--- src/rtl/licznik_sekwencer.sv ---
// Round-robin sequencer for the mod-12 up/down/halve counter. It grants one of two requesters,
// drives the counter's mode input for the requested number of cycles and keeps a shadow of its value.
module licznik_sekwencer #(
  parameter int MODULO = 12,
  parameter int BITY   = 4,
  parameter int CNT_W  = 8
) (
  input  logic             clk,
  input  logic             reset,
  input  logic             req_a,
  input  logic [1:0]       tryb_a,
  input  logic [CNT_W-1:0] ile_a,
  input  logic             req_b,
  input  logic [1:0]       tryb_b,
  input  logic [CNT_W-1:0] ile_b,
  output logic             ack_a,
  output logic             ack_b,
  output logic             done_a,
  output logic             done_b,
  output logic [1:0]       tryb_out,
  output logic             zajety,
  output logic [BITY-1:0]  cien,
  output logic             wyjscie_cien
);

  localparam logic [BITY-1:0]  CIEN_MAX  = BITY'(MODULO - 1);
  localparam logic [BITY-1:0]  CIEN_PROG = BITY'(5);
  localparam logic [CNT_W-1:0] REM_LAST  = CNT_W'(1);

  localparam logic [1:0] TRYB_STOP = 2'b00;
  localparam logic [1:0] TRYB_UP   = 2'b01;
  localparam logic [1:0] TRYB_DOWN = 2'b10;
  localparam logic [1:0] TRYB_HALF = 2'b11;

  typedef enum logic [1:0] {
    IDLE = 2'd0,
    RUN  = 2'd1,
    DONE = 2'd2
  } state_t;

  state_t           state, state_next;
  logic             owner_b, owner_b_next;
  logic             last_b, last_b_next;
  logic [1:0]       mode, mode_next;
  logic [CNT_W-1:0] rem, rem_next;

  logic             ack_a_next, ack_b_next;
  logic             done_a_next, done_b_next;
  logic [1:0]       tryb_next;
  logic             zajety_next;
  logic [BITY-1:0]  cien_next;
  logic             wyjscie_next;

  logic             any_req;
  logic             grant_b;
  logic [1:0]       tryb_sel;
  logic [CNT_W-1:0] ile_sel;

  // One step of the counter being mirrored; must match the real counter exactly.
  function automatic logic [BITY-1:0] krok(input logic [1:0] t, input logic [BITY-1:0] c);
    logic [BITY-1:0] n;
    case (t)
      TRYB_UP:   n = (c == CIEN_MAX) ? '0 : c + BITY'(1);
      TRYB_DOWN: n = (c == '0) ? CIEN_MAX : c - BITY'(1);
      TRYB_HALF: n = c >> 1;
      default:   n = c;
    endcase
    return n;
  endfunction

  // On a tie the requester that was not served last wins.
  always_comb begin
    any_req  = req_a | req_b;
    grant_b  = req_b & (~req_a | ~last_b);
    tryb_sel = grant_b ? tryb_b : tryb_a;
    ile_sel  = grant_b ? ile_b : ile_a;
  end

  // NOTE: every signal written here gets a default first, so no path leaves it unassigned and no latch is inferred.
  always_comb begin
    state_next   = state;
    owner_b_next = owner_b;
    last_b_next  = last_b;
    mode_next    = mode;
    rem_next     = rem;
    ack_a_next   = 1'b0;
    ack_b_next   = 1'b0;
    done_a_next  = 1'b0;
    done_b_next  = 1'b0;
    tryb_next    = TRYB_STOP;

    unique case (state)
      IDLE: begin
        if (any_req) begin
          owner_b_next = grant_b;
          mode_next    = tryb_sel;
          ack_a_next   = ~grant_b;
          ack_b_next   = grant_b;
          if (ile_sel != '0) begin
            state_next = RUN;
            rem_next   = ile_sel;
            tryb_next  = tryb_sel;
          end else begin
            // A zero-length run reports completion together with the acknowledge.
            state_next  = DONE;
            rem_next    = '0;
            done_a_next = ~grant_b;
            done_b_next = grant_b;
          end
        end
      end

      RUN: begin
        rem_next = rem - REM_LAST;
        if (rem == REM_LAST) begin
          state_next  = DONE;
          done_a_next = ~owner_b;
          done_b_next = owner_b;
        end else begin
          tryb_next = mode;
        end
      end

      DONE: begin
        last_b_next = owner_b;
        state_next  = IDLE;
      end

      default: begin
        state_next = IDLE;
      end
    endcase

    zajety_next = (state_next != IDLE);
  end

  // The shadow follows the mode currently presented to the counter, so it moves in lockstep with it.
  always_comb begin
    cien_next    = krok(tryb_out, cien);
    wyjscie_next = (cien_next >= CIEN_PROG);
  end

  // NOTE: sequential state uses non-blocking assignments so every register samples pre-edge values.
  always_ff @(posedge clk) begin
    if (reset) begin
      state        <= IDLE;
      owner_b      <= 1'b0;
      last_b       <= 1'b1;
      mode         <= TRYB_STOP;
      rem          <= '0;
      ack_a        <= 1'b0;
      ack_b        <= 1'b0;
      done_a       <= 1'b0;
      done_b       <= 1'b0;
      tryb_out     <= TRYB_STOP;
      zajety       <= 1'b0;
      cien         <= '0;
      wyjscie_cien <= 1'b0;
    end else begin
      state        <= state_next;
      owner_b      <= owner_b_next;
      last_b       <= last_b_next;
      mode         <= mode_next;
      rem          <= rem_next;
      ack_a        <= ack_a_next;
      ack_b        <= ack_b_next;
      done_a       <= done_a_next;
      done_b       <= done_b_next;
      tryb_out     <= tryb_next;
      zajety       <= zajety_next;
      cien         <= cien_next;
      wyjscie_cien <= wyjscie_next;
    end
  end

  a_ack_onehot: assert property (@(posedge clk) disable iff (reset) !(ack_a && ack_b));
  a_done_onehot: assert property (@(posedge clk) disable iff (reset) !(done_a && done_b));
  a_cien_range: assert property (@(posedge clk) disable iff (reset) cien <= CIEN_MAX);

endmodule
--- config.mk ---
export PLATFORM = sky130hd
export DESIGN_NAME = licznik_sekwencer
export DESIGN_NICKNAME = d
export VERILOG_FILES = /design/src/rtl/licznik_sekwencer.sv
export SDC_FILE = /design/constraint.sdc
export NUM_CORES = 1
export LEC_CHECK = 0
export CORE_UTILIZATION = 65
export DETAILED_ROUTE_END_ITERATION = 8
export DONT_BUFFER_PORTS = 1
export PLACE_DENSITY_LB_ADDON = 0.1
export SYNTH_ARGS = -nofsm -noshare
export SYNTH_HDL_FRONTEND = slang
export SYNTH_SLANG_ARGS = --single-unit
--- constraint.sdc ---
create_clock -name clk -period 5.6 [get_ports clk]
set_clock_uncertainty 0.1 [all_clocks]
set_input_delay 1.4 -clock clk [delete_from_list [all_inputs] [get_ports clk]]
set_output_delay 1.4 -clock clk [all_outputs]
set_load 0.05 [all_outputs]
---- Word level (Yosys, flattened, before mapping) ----
Cells that the tools add are included.
word-level totals
  register bits ........................... 26
  input bits .............................. 24
  output and inout bits ................... 12
  word-level logic and storage cells ...... 66
operators by class
  add/sub/neg operators ................... 3
  magnitude comparators ................... 1
  equality and inequality tests ........... 8
  mux-type cells .......................... 24
  bitwise logic cells ..................... 9
  reductions and logical operators ........ 8
operators by type and width
  cell                                                                                  count
  8-bit two-way mux                                                                     3
  8-bit one-hot mux with 2 select lines                                                 1
  2-bit two-way mux                                                                     7
  4-bit one-hot mux with 3 select lines                                                 1
  8-bit by 1-bit equality test with 1-bit output (second input constant)                1
  4-bit two-way mux                                                                     2
  2-bit one-hot mux with 2 select lines                                                 2
  8-bit nonzero test                                                                    1
  8-bit by 1-bit subtractor with 8-bit output (second input constant)                   1
  2-bit equality test (second input constant)                                           3
  1-bit two-way mux                                                                     6
  1-bit NOT                                                                             6
  4-bit by 1-bit adder with 4-bit output (second input constant)                        1
  2-bit by 1-bit equality test with 1-bit output (second input constant)                2
  4-bit equality test (second input constant)                                           1
  4-bit by 3-bit greater-or-equal comparator with 1-bit output (second input constant)  1
  4-bit zero test                                                                       1
  1-bit one-hot mux with 2 select lines                                                 2
  2-bit AND reduction                                                                   2
  2-bit nonzero test                                                                    2
  4-bit by 1-bit subtractor with 4-bit output (second input constant)                   1
  3-bit OR reduction                                                                    1
  2-bit zero test                                                                       1
  2-bit inequality test (second input constant)                                         1
  2 further kinds                                                                       3

---- Depth between registers and ports, before layout ----
  word-level depth ........................ 9
  gate-level depth with buffers ........... 6

---- Worst setup path after synthesis ----
No wires, ideal clock.
  kind .................................... input to register
  from .................................... input req_b
  to ...................................... register rem[3]
  setup time .............................. 133 ps
  arrival time ............................ 2,404 ps
  data required time ...................... 5,367 ps
  slack ................................... 2,964 ps
  cell stages on the path ................. 5
  path buffers ............................ 1
  cell sequence ........................... a21boi_2 > buf_2 > mux2_2 > nand2_1 > a31oi_1
between the ends
  cells in the longest elaborated chain, start to end .. 6
ends and longest elaborated chain
  item                                   line  source
  start, declared                        13    input logic req_b,
  1-bit bitwise AND                      74    grant_b = req_b & (~req_a | ~last_b);
  8-bit two-way mux                      76    ile_sel = grant_b ? ile_b : ile_a;
  8-bit nonzero test                     99    if (ile_sel != '0) begin
  8-bit two-way mux                      99
  8-bit two-way mux                      94    if (any_req) begin
  8-bit one-hot mux with 2 select lines  92    unique case (state)
  end signal, assigned                   164   rem <= rem_next;
  end, declared                          45    logic [CNT_W-1:0] rem, rem_next;
Several ways; a longest one is shown, not always the timed one. The select of a mux whose other input is x is not followed.
A chain may end at the register's enable or synchronous reset.

---- Worst setup path after layout ----
  from .................................... register tryb_out[1]
  to ...................................... output tryb_out[1]
RTL lines
  item                    line  source
  start, declared         20    output logic [1:0] tryb_out,
  start signal, assigned  169   tryb_out <= tryb_next;
No word-level cell between the ends.

==> impl_metrics.tcl <==
set metrics [dict create \
    antenna_found_initial 0 \
    reg2reg_slack_ns 3.19 \
    critPathMaxFanout 15 \
    setup_violations 0 \
    clk_latency_ns 0.33 \
    die_y_um 50.8 \
    synth_area_leaders "dfxtp_1, mux2_2, nor2_1, ha_1, a211oi_1" \
    grt-ovfl-total 0 \
    ys.warnings.count 0 \
    netlist_instances 182 \
    rsz0062_at_grt "no" \
    drt_iter0_drc 31 \
    arrival_ns 1.29 \
    placed_cell_area_mm2 0.00153 \
    hold_end "tryb_out[0]" \
    grt.total_usage_pct 28.0 \
    ctsResizeCount 0 \
    hp-class "reg -> reg" \
    clk_path_buf_depth 2 \
    tightest_slew_ns 1.00 \
    synth_top_cell_area_share_pct 33.7 \
    pin_count 36 \
    period_share_pct 49.9 \
    synth_area_mm2 0.00155 \
    cts_hold_buf 0 \
    status "complete, no violations" \
    final_cell_mix "dfxtp_1, nor2_1, nand2_1" \
    antenna_left 0 \
    critPathKind "reg -> out" \
    htree_levels 1 \
    avgSynthCellArea_um2 8.49 \
    final_common_cell "dfxtp_1" \
    syn_nets 210 \
    fp.coreArea_mm2 0.00223 \
    viasPerCell 6.76 \
    period_needed_ns 2.79 \
    yosys.area.top_type "dfxtp_1" \
    final_cells 204 \
    routedWlPerCell_um 16.9 \
    crit_path_start "tryb_out[1]" \
    r2r_cells 5 \
    synth-seq-area-share_pct 33.7 \
    routed-via-count 1380 \
    dp_hpwl_um 2440 \
    layout.nets 205 \
    synth-edff-count 0 \
    crit_path_start_kind "flip-flop" \
    start_util_pct 69.2 \
    syn_to_final_growth_pct 2.35 \
    hold_violations 0 \
    dr.pass1.iters 4 \
    dieArea_mm2 0.00258 \
    tns_ns 0 \
    reg2reg_to "wyjscie_cien" \
    ys.flop_type "dfxtp_1" \
    fillCellCount 190 \
    num_rows 17 \
    slew_viol_final 0 \
    ys_async_sr_fraction_pct 0 \
    final_layout_size_suffix_gt1_share_pct 10.8 \
    min_from "mode[0]" \
    irDropWorstVdd_mv 0.231 \
    fp.dieW_um 50.8 \
    antenna_cells 0 \
    timing.slew.headroom_pct 32.7 \
    cts.clk_slew.worst_paths_ns 0.15 \
    worstPathRequired_ns 4.10 \
    dp_cells 200 \
    wl_um 3440 \
    r2r-start "cien[1]" \
    cap_violations 0 \
    power_density_mw_per_mm2 391 \
    drt_drc_violations_left 0 \
    root_buffer "clkbuf_4" \
    fmaxAchievable_ghz 0.358 \
    p_leak_nw 0.578 \
    post_cts_buffers 0 \
    clock_sinks 26 \
    final_area_mm2 0.00158 \
    grt_pass1_wl_um 5590 \
    first_global_vias 1255 \
    total_power_uw 618 \
    synth_cell_type_count 49 \
    crit_path_end_kind "primary output" \
    cts_tree "built" \
    cts_inserted_buffers 3 \
    synth-seq-cells 26 \
    port_buffers 0 \
    hold_depth 1 \
    gp_congestion 0.805 \
    grt_max_degree 24 \
]
kinds of logic (layout without fill, tap and decap cells):
kind of cell               after synthesis  after routing  share of synthesized area, %
AOI/OAI and AO/OA                       42             42                          19.6
muxes                                   11             11                          7.77
adders and majority gates                4              4                          3.24
and+or+nand+nor                         82             82                          30.7
DFF                                     26             26                          33.7
buffers and inverters                   17             11                          5.02
Yosys cell counts, drive strengths merged (3+ instances only):
library cell	number
dfxtp	26
nor2	20
nand2	10
mux2	8
nor3	8
inv	7
nand3	7
a21oi	6
clkbuf	6
nor4	6
o21ai	6
a211oi	5
a31oi	5
nand2b	5
nor2b	5
buf	4
ha	4
a21boi	3
mux2i	3
nand3b	3
nand4b	3
o2bb2ai	3
report_power, final:
part	total, mW	switching, mW	internal, mW
clock	0.132	0.0598	0.0724
sequential	0.309	0.0937	0.216
combinational	0.177	0.0969	0.0797
worst max path at each step:
stage	to	slack [ns]	depth (start not counted)
2_1_floorplan	rem[3]	2.96	5
3_3_place_gp	rem[0]	2.66	4
3_5_place_dp	rem[1]	2.59	4
4_1_cts	tryb_out[1]	2.83	0
5_1_grt	tryb_out[1]	2.76	0
6_report	tryb_out[1]	2.81	0
routing by layer:
metal  share of wire (%)  vias up  GRT usage, %  wire [um]
met3                 5.1        8          3.03        177
li1                    -      668             -          -
met5                   0        -             0          0
met1                  44      647          37.7       1520
met4                 1.5        0          5.56         52
met2                  49       57          48.0       1690
registers in the layout (all words and copies together), names as in the netlist:
| signal | cells |
|---|---|
| done_b | 1 |
| zajety | 1 |
| cien | 4 |
| state | 2 |
| wyjscie_cien | 1 |
| rem | 8 |
| done_a | 1 |
| owner_b | 1 |
| ack_a | 1 |
| ack_b | 1 |
| mode | 2 |
| tryb_out | 2 |
| last_b | 1 |
through the flow:
step                      hold WS (ns)  util [%]  setup WS, ns
after global routing             0.416      70.8          2.76
final                            0.396      70.8          2.81
after global placement           0.348      68.5          2.66
after detailed placement         0.350      68.5          2.59
after CTS                        0.398      70.8          2.83
after floorplan                  0.333         -          2.96
layout make-up:
class | instances | area (um2) | share of cell area, %
Inverter | 7 | 26.3 | 1.66
Multi-Input combinational cell | 139 | 947 | 59.9
Clock inverter | 1 | 30.0 | 1.90
Tap cell | 28 | 35.0 | 2.22
Sequential cell | 26 | 520 | 32.9
Clock buffer | 3 | 22.5 | 1.42
(Power assumes the default switching activity.)
